$ cat src/rtl/seq_detect_ctrl.sv
// Bit-serial pattern detection run controller: programmable pattern, match counting, timeout/abort.
// Latency: match/match_count update one cycle after the accepting clock edge; done follows target by one cycle.
// Backpressure: none; bit_valid-qualified bits are consumed every RUN cycle, and ignored outside RUN.
module seq_detect_ctrl #(
  parameter int MAX_LEN = 8,
  parameter int CNT_W   = 8,
  parameter int TMO_W   = 16
) (
  input  logic                     clk,
  input  logic                     rst_n,
  input  logic [MAX_LEN-1:0]       cfg_pattern,
  input  logic [$clog2(MAX_LEN):0] cfg_len,
  input  logic                     cfg_overlap,
  input  logic [CNT_W-1:0]         cfg_target,
  input  logic [TMO_W-1:0]         cfg_timeout,
  input  logic                     start,
  input  logic                     abort,
  input  logic                     bit_valid,
  input  logic                     bit_in,
  output logic                     busy,
  output logic                     match,
  output logic [CNT_W-1:0]         match_count,
  output logic                     done,
  output logic                     timed_out,
  output logic                     err_cfg
);

  localparam int LEN_W = $clog2(MAX_LEN) + 1;

  typedef enum logic [1:0] {S_IDLE, S_RUN, S_DONE} state_t;

  state_t             r_state, w_state_nxt;
  logic [MAX_LEN-1:0] r_pattern, r_hist;
  logic [LEN_W-1:0]   r_len, r_fill;
  logic               r_overlap;
  logic [CNT_W-1:0]   r_target, r_count;
  logic [TMO_W-1:0]   r_tmo, r_timer;
  logic               r_match, r_timed_out, r_err;

  logic               w_start_ok, w_run, w_at_target, w_accept, w_hit, w_tmo_hit;
  logic [MAX_LEN-1:0] w_hist_nxt, w_mask;
  logic [LEN_W-1:0]   w_fill_inc;
  logic [TMO_W-1:0]   w_timer_inc;

  // Start is legal only for a length in 1..MAX_LEN and a non-zero target.
  assign w_start_ok  = start && (cfg_len != '0) && (cfg_len <= LEN_W'(MAX_LEN)) && (cfg_target != '0);
  assign w_run       = (r_state == S_RUN);
  // Once the target is reached the run is over: further bits and timer ticks are ignored.
  assign w_at_target = (r_count == r_target);
  assign w_accept    = w_run && bit_valid && !abort && !w_at_target;
  assign w_hist_nxt  = {r_hist[MAX_LEN-2:0], bit_in};
  assign w_fill_inc  = (r_fill < r_len) ? r_fill + LEN_W'(1) : r_fill;
  assign w_hit       = w_accept && (w_fill_inc == r_len) && (((w_hist_nxt ^ r_pattern) & w_mask) == '0);
  assign w_timer_inc = r_timer + TMO_W'(1);
  // A match in the same cycle clears the timer, so a final match always beats a timeout.
  assign w_tmo_hit   = w_run && !abort && !w_at_target && !w_hit && (r_tmo != '0) && (w_timer_inc == r_tmo);

  // Compare mask selecting the low r_len bits of history and pattern.
  always_comb begin
    w_mask = '0;
    for (int i = 0; i < MAX_LEN; i++) begin
      w_mask[i] = (i < int'(r_len));
    end
  end

  // State register.
  always_ff @(posedge clk or negedge rst_n) begin
    if (!rst_n) r_state <= S_IDLE;
    else        r_state <= w_state_nxt;
  end

  // Next-state: abort beats completion; target completion beats timeout; DONE lasts one cycle.
  always_comb begin
    w_state_nxt = r_state;
    case (r_state)
      S_IDLE: if (w_start_ok) w_state_nxt = S_RUN;
      S_RUN: begin
        if (abort)            w_state_nxt = S_IDLE;
        else if (w_at_target) w_state_nxt = S_DONE;
        else if (w_tmo_hit)   w_state_nxt = S_DONE;
      end
      S_DONE:  w_state_nxt = S_IDLE;
      default: w_state_nxt = S_IDLE;
    endcase
  end

  // Config latch, shift history, fill, timer, match counting and status flags.
  always_ff @(posedge clk or negedge rst_n) begin
    if (!rst_n) begin
      r_pattern   <= '0;
      r_len       <= '0;
      r_overlap   <= 1'b0;
      r_target    <= '0;
      r_tmo       <= '0;
      r_hist      <= '0;
      r_fill      <= '0;
      r_timer     <= '0;
      r_count     <= '0;
      r_match     <= 1'b0;
      r_timed_out <= 1'b0;
      r_err       <= 1'b0;
    end else begin
      r_match <= 1'b0;
      r_err   <= 1'b0;
      if (r_state == S_IDLE && start) begin
        if (w_start_ok) begin
          r_pattern   <= cfg_pattern;
          r_len       <= cfg_len;
          r_overlap   <= cfg_overlap;
          r_target    <= cfg_target;
          r_tmo       <= cfg_timeout;
          r_hist      <= '0;
          r_fill      <= '0;
          r_timer     <= '0;
          r_count     <= '0;
          r_timed_out <= 1'b0;
        end else begin
          r_err <= 1'b1;
        end
      end else if (w_run && !abort && !w_at_target) begin
        if (w_accept) begin
          r_hist <= w_hist_nxt;
          // Non-overlapping mode restarts the fill so matched bits are not reused.
          r_fill <= (w_hit && !r_overlap) ? '0 : w_fill_inc;
        end
        if (w_hit) begin
          r_match <= 1'b1;
          r_timer <= '0;
          if (r_count != '1) r_count <= r_count + CNT_W'(1);
        end else begin
          r_timer <= w_timer_inc;
          if (w_tmo_hit) r_timed_out <= 1'b1;
        end
      end
    end
  end

  assign busy        = (r_state == S_RUN);
  assign done        = (r_state == S_DONE);
  assign match       = r_match;
  assign match_count = r_count;
  assign timed_out   = r_timed_out;
  assign err_cfg     = r_err;

endmodule

$ cat config.mk
export PLATFORM = sky130hd
export DESIGN_NAME = seq_detect_ctrl
export DESIGN_NICKNAME = d
export VERILOG_FILES = /design/src/rtl/seq_detect_ctrl.sv
export SDC_FILE = /design/constraint.sdc
export NUM_CORES = 1
export LEC_CHECK = 0
export CAP_MARGIN = 20
export CORE_UTILIZATION = 50
export DETAILED_ROUTE_END_ITERATION = 7
export PLACE_DENSITY = 0.71
export REMOVE_ABC_BUFFERS = 1
export SKIP_LAST_GASP = 1
export SLEW_MARGIN = 20
export SYNTH_ARGS = -nofsm -noshare
export SYNTH_HDL_FRONTEND = slang
export SYNTH_SLANG_ARGS = --single-unit
$ cat constraint.sdc
create_clock -name clk -period 4.25 [get_ports clk]
set_clock_uncertainty 0.15 [all_clocks]
set_input_delay 1.0625 -clock clk [delete_from_list [all_inputs] [get_ports clk]]
set_output_delay 1.0625 -clock clk [all_outputs]
set_load 0.05 [all_outputs]
## After elaboration in Yosys (flattened, before gate mapping)

Index checks and enable logic that the tools add are counted.

- Bits in registers: 77
- Input port bits: 43
- Logic and storage cells: 106
- Output and inout bits: 13

- Reductions and logical operators: 35
- Add/sub/neg operators: 3
- Equality and inequality tests: 10
- Muxes and demuxes: 33
- Order comparisons: 10
- Bitwise logic cells: 2

Operators with widths:

| cell | number |
|---|---|
| 2-to-1 mux 16 bit | 4 |
| 2-to-1 mux 8 bit | 5 |
| 2-to-1 mux 4 bit | 6 |
| 2-to-1 mux 7 bit | 3 |
| adder 16 x 1 -> 16 bit, second input constant | 1 |
| equality test 16 bit | 1 |
| less-than comparator 3 x 4 -> 1 bit, first input constant | 4 |
| nonzero test 16 bit | 1 |
| logical AND 1 bit | 15 |
| 2-to-1 mux 1 bit | 10 |
| nonzero test 2 bit | 5 |
| adder 8 x 1 -> 8 bit, second input constant | 1 |
| AND 8 bit | 1 |
| equality test 8 bit | 1 |
| logical NOT 8 bit | 1 |
| less-than comparator 1 x 4 -> 1 bit, first input constant | 2 |
| less-than comparator 2 x 4 -> 1 bit, first input constant | 2 |
| 2-to-1 mux 2 bit | 4 |
| != test 8 bit, second input constant | 1 |
| AND reduction 4 bit | 2 |
| nonzero test 8 bit | 1 |
| XOR 8 bit | 1 |
| AND reduction 2 bit | 3 |
| adder 4 x 1 -> 4 bit, second input constant | 1 |
| other kinds (13) | 17 |

## Longest topological paths before layout

- Depth after elaboration: 14
- Depth in mapped cells: 12
- Mapped depth without buffers: 10

## Worst setup path before layout

OpenSTA, ideal clock, no wires.

- Path type: input-to-reg
- Start point: in bit_in
- End point: reg r_count[5], in the netlist match_count[5]
- Arrival: 3.029 ns
- Setup slack: 0.993 ns
- Buffers on the path: 0
- Stages: 8
- Required time: 4.022 ns
- Library setup time: 0.078 ns
- Path through: xor2_1 a2111oi_0 o221a_2 o2111ai_1 a2111oi_4 a21oi_2 or4_1 a21oi_1

- Word-level cells in the longest chain between the ends: 6

RTL lines:

| item | line | text |
|---|---|---|
| from (decl) | 19 | `input logic bit_in,` |
| XOR 8 bit | 53 | `assign w_hit = w_accept && (w_fill_inc == r_len) && (((w_hist_nxt ^ r_pattern) & w_mask) == '0);` |
| AND 8 bit | 53 |  |
| logical NOT 8 bit | 53 |  |
| logical AND 1 bit | 53 |  |
| nonzero test 2 bit (no line) | n/a |  |
| AND reduction 4 bit (no line) | n/a |  |
| to (signal assigned) | 129 | `if (r_count != '1) r_count <= r_count + CNT_W'(1);` |
| to (decl) | 36 | `logic [CNT_W-1:0] r_target, r_count;` |

Every way passes these cells.
A chain may end at the register's enable or synchronous reset.

## Worst setup path in the final report

Same ends and word-level chain as after synthesis.

==> impl_metrics.env <==
export IMPL_yosysTopAreaCellShare=0.455
export IMPL_antenna_cells=0
export IMPL_cp_depth=9
export IMPL_dp_cells=628
export IMPL_drtAntennaViolNets=0
export IMPL_core_area_um2=8220
export IMPL_start_kind="input pin"
export IMPL_cts_sinks=77
export IMPL_routed_wl_met3_um=439
export IMPL_die_x_um=94.0
export IMPL_initial_core_util=0.515
export IMPL_tns_ns=0
export IMPL_fmax_ghz=0.277
export IMPL_dr_pass1_iters=5
export IMPL_dr_wl_met2_um=4360
export IMPL_synth_common_cells="130 x nand2_1, 77 x dfrtp_1, 33 x xnor2_1"
export IMPL_synth_distinct_cells=52
export IMPL_cpLargestDelayFamily="compound AO/OA/AOI/OAI gates"
export IMPL_drive_gt1_frac=0.0686
export IMPL_worst_r2r_endpoint="match_count[5]"
export IMPL_min_from="r_pattern[2]"
export IMPL_dp_hpwl_um=6780
export IMPL_required_ns=4.38
export IMPL_ctsHtreeMaxLevel=3
export IMPL_final_util=0.623
export IMPL_finalWorstSetupSlack_ns=0.645
export IMPL_hold_viol=0
export IMPL_ys_async_sr_fraction=1.00
export IMPL_synthTopCellsByArea="dfrtp_1 46%, nand2_1 12%, xnor2_1 6.8%"
export IMPL_p_clk_frac=0.243
export IMPL_drtIter0Drc=196
export IMPL_p_comb_frac=0.336
export IMPL_power_frac_seq=0.421
export IMPL_grt_setup_unrepaired="no"
export IMPL_die_area_um2=8840
export IMPL_yosys_warnings=0
export IMPL_post_cts_resized=0
export IMPL_tritoncts="yes"
export IMPL_clk_pin_slew_ns=0.07
export IMPL_synth_most_common_cell="nand2_1"
export IMPL_highest_layer="met4"
export IMPL_hold_path_class="reg -> reg"
export IMPL_nets=583
export IMPL_place_congestion=0.893
export IMPL_cts_hold_buf=0
export IMPL_critPathBufInv=1
export IMPL_setup_violations=0
export IMPL_ys_ff_latch=77
export IMPL_synth_main_ff_cell="dfrtp_1"
export IMPL_die_h_um=94.0
export IMPL_arrival_ns=3.73
export IMPL_wl_met1_um=4680
export IMPL_power_leakage_nw=2.26
export IMPL_synth_area_um2=4230
export IMPL_postCtsSetupRepairBufs=0
export IMPL_hold_path_end="r_pattern[2]"
export IMPL_synth_edf_count=0
export IMPL_clockRootBuffer="clkbuf_8"
export IMPL_grt_pass1_vias=3419
export IMPL_max_slew_worst_pin_slew_ns=0.946
export IMPL_r2r_start="r_len[1]"
export IMPL_crit_fanout=6
export IMPL_power_share_switching=0.358
export IMPL_wl_per_cell_um=14.9
export IMPL_switchingPower_mw=0.930
export IMPL_pin_count=56
export IMPL_via_per_inst=5.48
export IMPL_synth_avg_cell_area_um2=8.78
export IMPL_slew_headroom=0.369
export IMPL_postPlaceCellArea_um2=4890
export IMPL_yosys_area_top_type="dfrtp_1"
export IMPL_cp_end_kind="flop"
export IMPL_final_max_slew_viol_count=0
export IMPL_r2r_cells=9
export IMPL_layout_cells_non_filler=644
export IMPL_slowest_delay_ns=0.49
export IMPL_hold_path_cell_count=2
export IMPL_clk_path_buf_depth=2
export IMPL_peakVddDrop_v=0.000296
export IMPL_cell_internal_pwr_mw=1.67
export IMPL_grt_overflow=0
export IMPL_synthCells=482
export IMPL_grt_usage=0.243
export IMPL_critPathSlowestCell="or4_1"
export IMPL_power_density_nw_per_um2=507
export IMPL_crit_type="in -> reg"
export IMPL_antenna_found_initial=0
export IMPL_routed_wirelength_um=9600
export IMPL_vias=3526
export IMPL_dp_slack_ns=0.299
export IMPL_post_route_drc_count=0
export IMPL_syn_to_final_growth_pct=20.8
export IMPL_numCtsBuffers=9
export IMPL_yosysSeqAreaShare=0.455
export IMPL_clkLatencyLatePin_ns=0.35
export IMPL_r2r_slack_ns=0.92
export IMPL_period_minus_slack_ns=3.61
export IMPL_grt_pass1_wl_um=16500
export IMPL_crit_start="bit_in"
export IMPL_fin_crit_sh=0.848
export IMPL_status="finished clean"
export IMPL_portBuffers=55
export IMPL_grt_max_degree=78
export IMPL_final_area_um2=5120
export IMPL_maxCapViolations=0
export IMPL_std_cell_rows=33
export IMPL_crit_path_cell_trace="clkdlybuf4s50_1 -> xor2_1 -> a2111oi_0 -> o221a_2 -> o2111ai_1 -> a2111oi_4 -> a21oi_2 -> or4_1 -> a21oi_1"
==> worst reg2reg max path, delay by kind of cell (launching register included) <==
family,cells,cell delay (ns)
compound gates,4,1.15
simple gates,2,0.63
flops,1,0.50
fa+ha+maj,1,0.35
mux,1,0.33
buf+inv,1,0.14
==> final cells by class <==
cell class	count	area [um^2]
Sequential cell	77	1930
Tap cell	105	131
Timing Repair Buffer	64	616
Fill cell	717	3100
Clock buffer	13	159
Clock inverter	3	67.6
Multi-Input combinational cell	374	2190
Inverter	8	30.0
==> per-stage QoR <==
| stage | hold slack, ns | power, mW |
|---|---|---|
| 2_1_floorplan | 0.315 | 1.70 |
| 3_3_place_gp | 0.330 | 1.94 |
| 3_5_place_dp | 0.335 | 1.97 |
| 4_1_cts | 0.355 | 2.61 |
| 5_1_grt | 0.383 | 2.78 |
| 6_report | 0.352 | 2.60 |
==> cell usage in the layout (no fill, tap or decap), types with 2 or more instances in the layout <==
cell             netlist  routed
or3_1                  4       4
bufinv_16              0       2
and3_1                 8       8
clkdlybuf4s50_1        0      54
o31ai_1                7       7
a2111oi_4              2       2
inv_1                  8       8
a21boi_0               2       2
a21o_1                 2       2
o21ai_0               32      32
or4_1                  3       3
ha_1                   6       6
nor4_1                 7       7
a2111oi_0              2       2
dfrtp_1               77      77
nand4_1                5       5
nor3b_1                3       3
a21oi_1               14      14
a22oi_1                3       3
or2_2                  3       3
nand3_1               17      17
xor2_1                15      15
clkbuf_1              17       2
nor3_1                14      14
a22o_1                 8       8
nor2b_1                4       4
buf_4                  0      10
nor2_1                18      18
o21a_1                 6       6
xnor2_1               33      33
a31o_2                 2       2
and2_1                 2       3
a31oi_1                3       3
nand2_1              130     130
clkbuf_8               0      11
==> metal layers <==
metal  vias up  track usage
met5         -            0
met4         0       0.0692
met3        11       0.0510
met2       111        0.380
met1      1643        0.342
li1       1761            -
==> power groups by stage <==
stage | logic [mW] | registers (mW) | clock network, mW
finish | 0.873 | 1.09 | 0.629
detailed placement | 0.865 | 1.10 | 0
global placement | 0.840 | 1.10 | 0
CTS | 0.879 | 1.09 | 0.640
floorplan | 0.632 | 1.07 | 0
global route | 0.981 | 1.12 | 0.674
==> worst max-delay path by stage <==
stage,to,slack [ns]
3_5_place_dp,match_count[5],0.30
6_report,match_count[5],0.64
2_1_floorplan,r_fill[1],0.53
5_1_grt,match_count[5],0.47
4_1_cts,match_count[5],0.66
3_3_place_gp,match_count[7],0.33
==> flip-flops by register name, summed over array words and instances (netlist names) <==
signal / count
r_timer: 16
r_tmo: 16
match_count: 8
r_pattern: 8
r_target: 8
r_hist: 7
r_fill: 4
r_len: 4
r_state: 2
err_cfg: 1
match: 1
r_overlap: 1
timed_out: 1
==> kinds of logic after synthesis <==
family,Yosys count,synth area share
muxes,2,0.00591
and+or+nand+nor,225,0.241
buffers and inverters,31,0.0287
adders and majority gates,6,0.0177
xor gates and xnor gates,48,0.0993
DFF,77,0.455
AOI/OAI and AO/OA,93,0.152
Note: power is estimated with default switching activity, not from simulation.
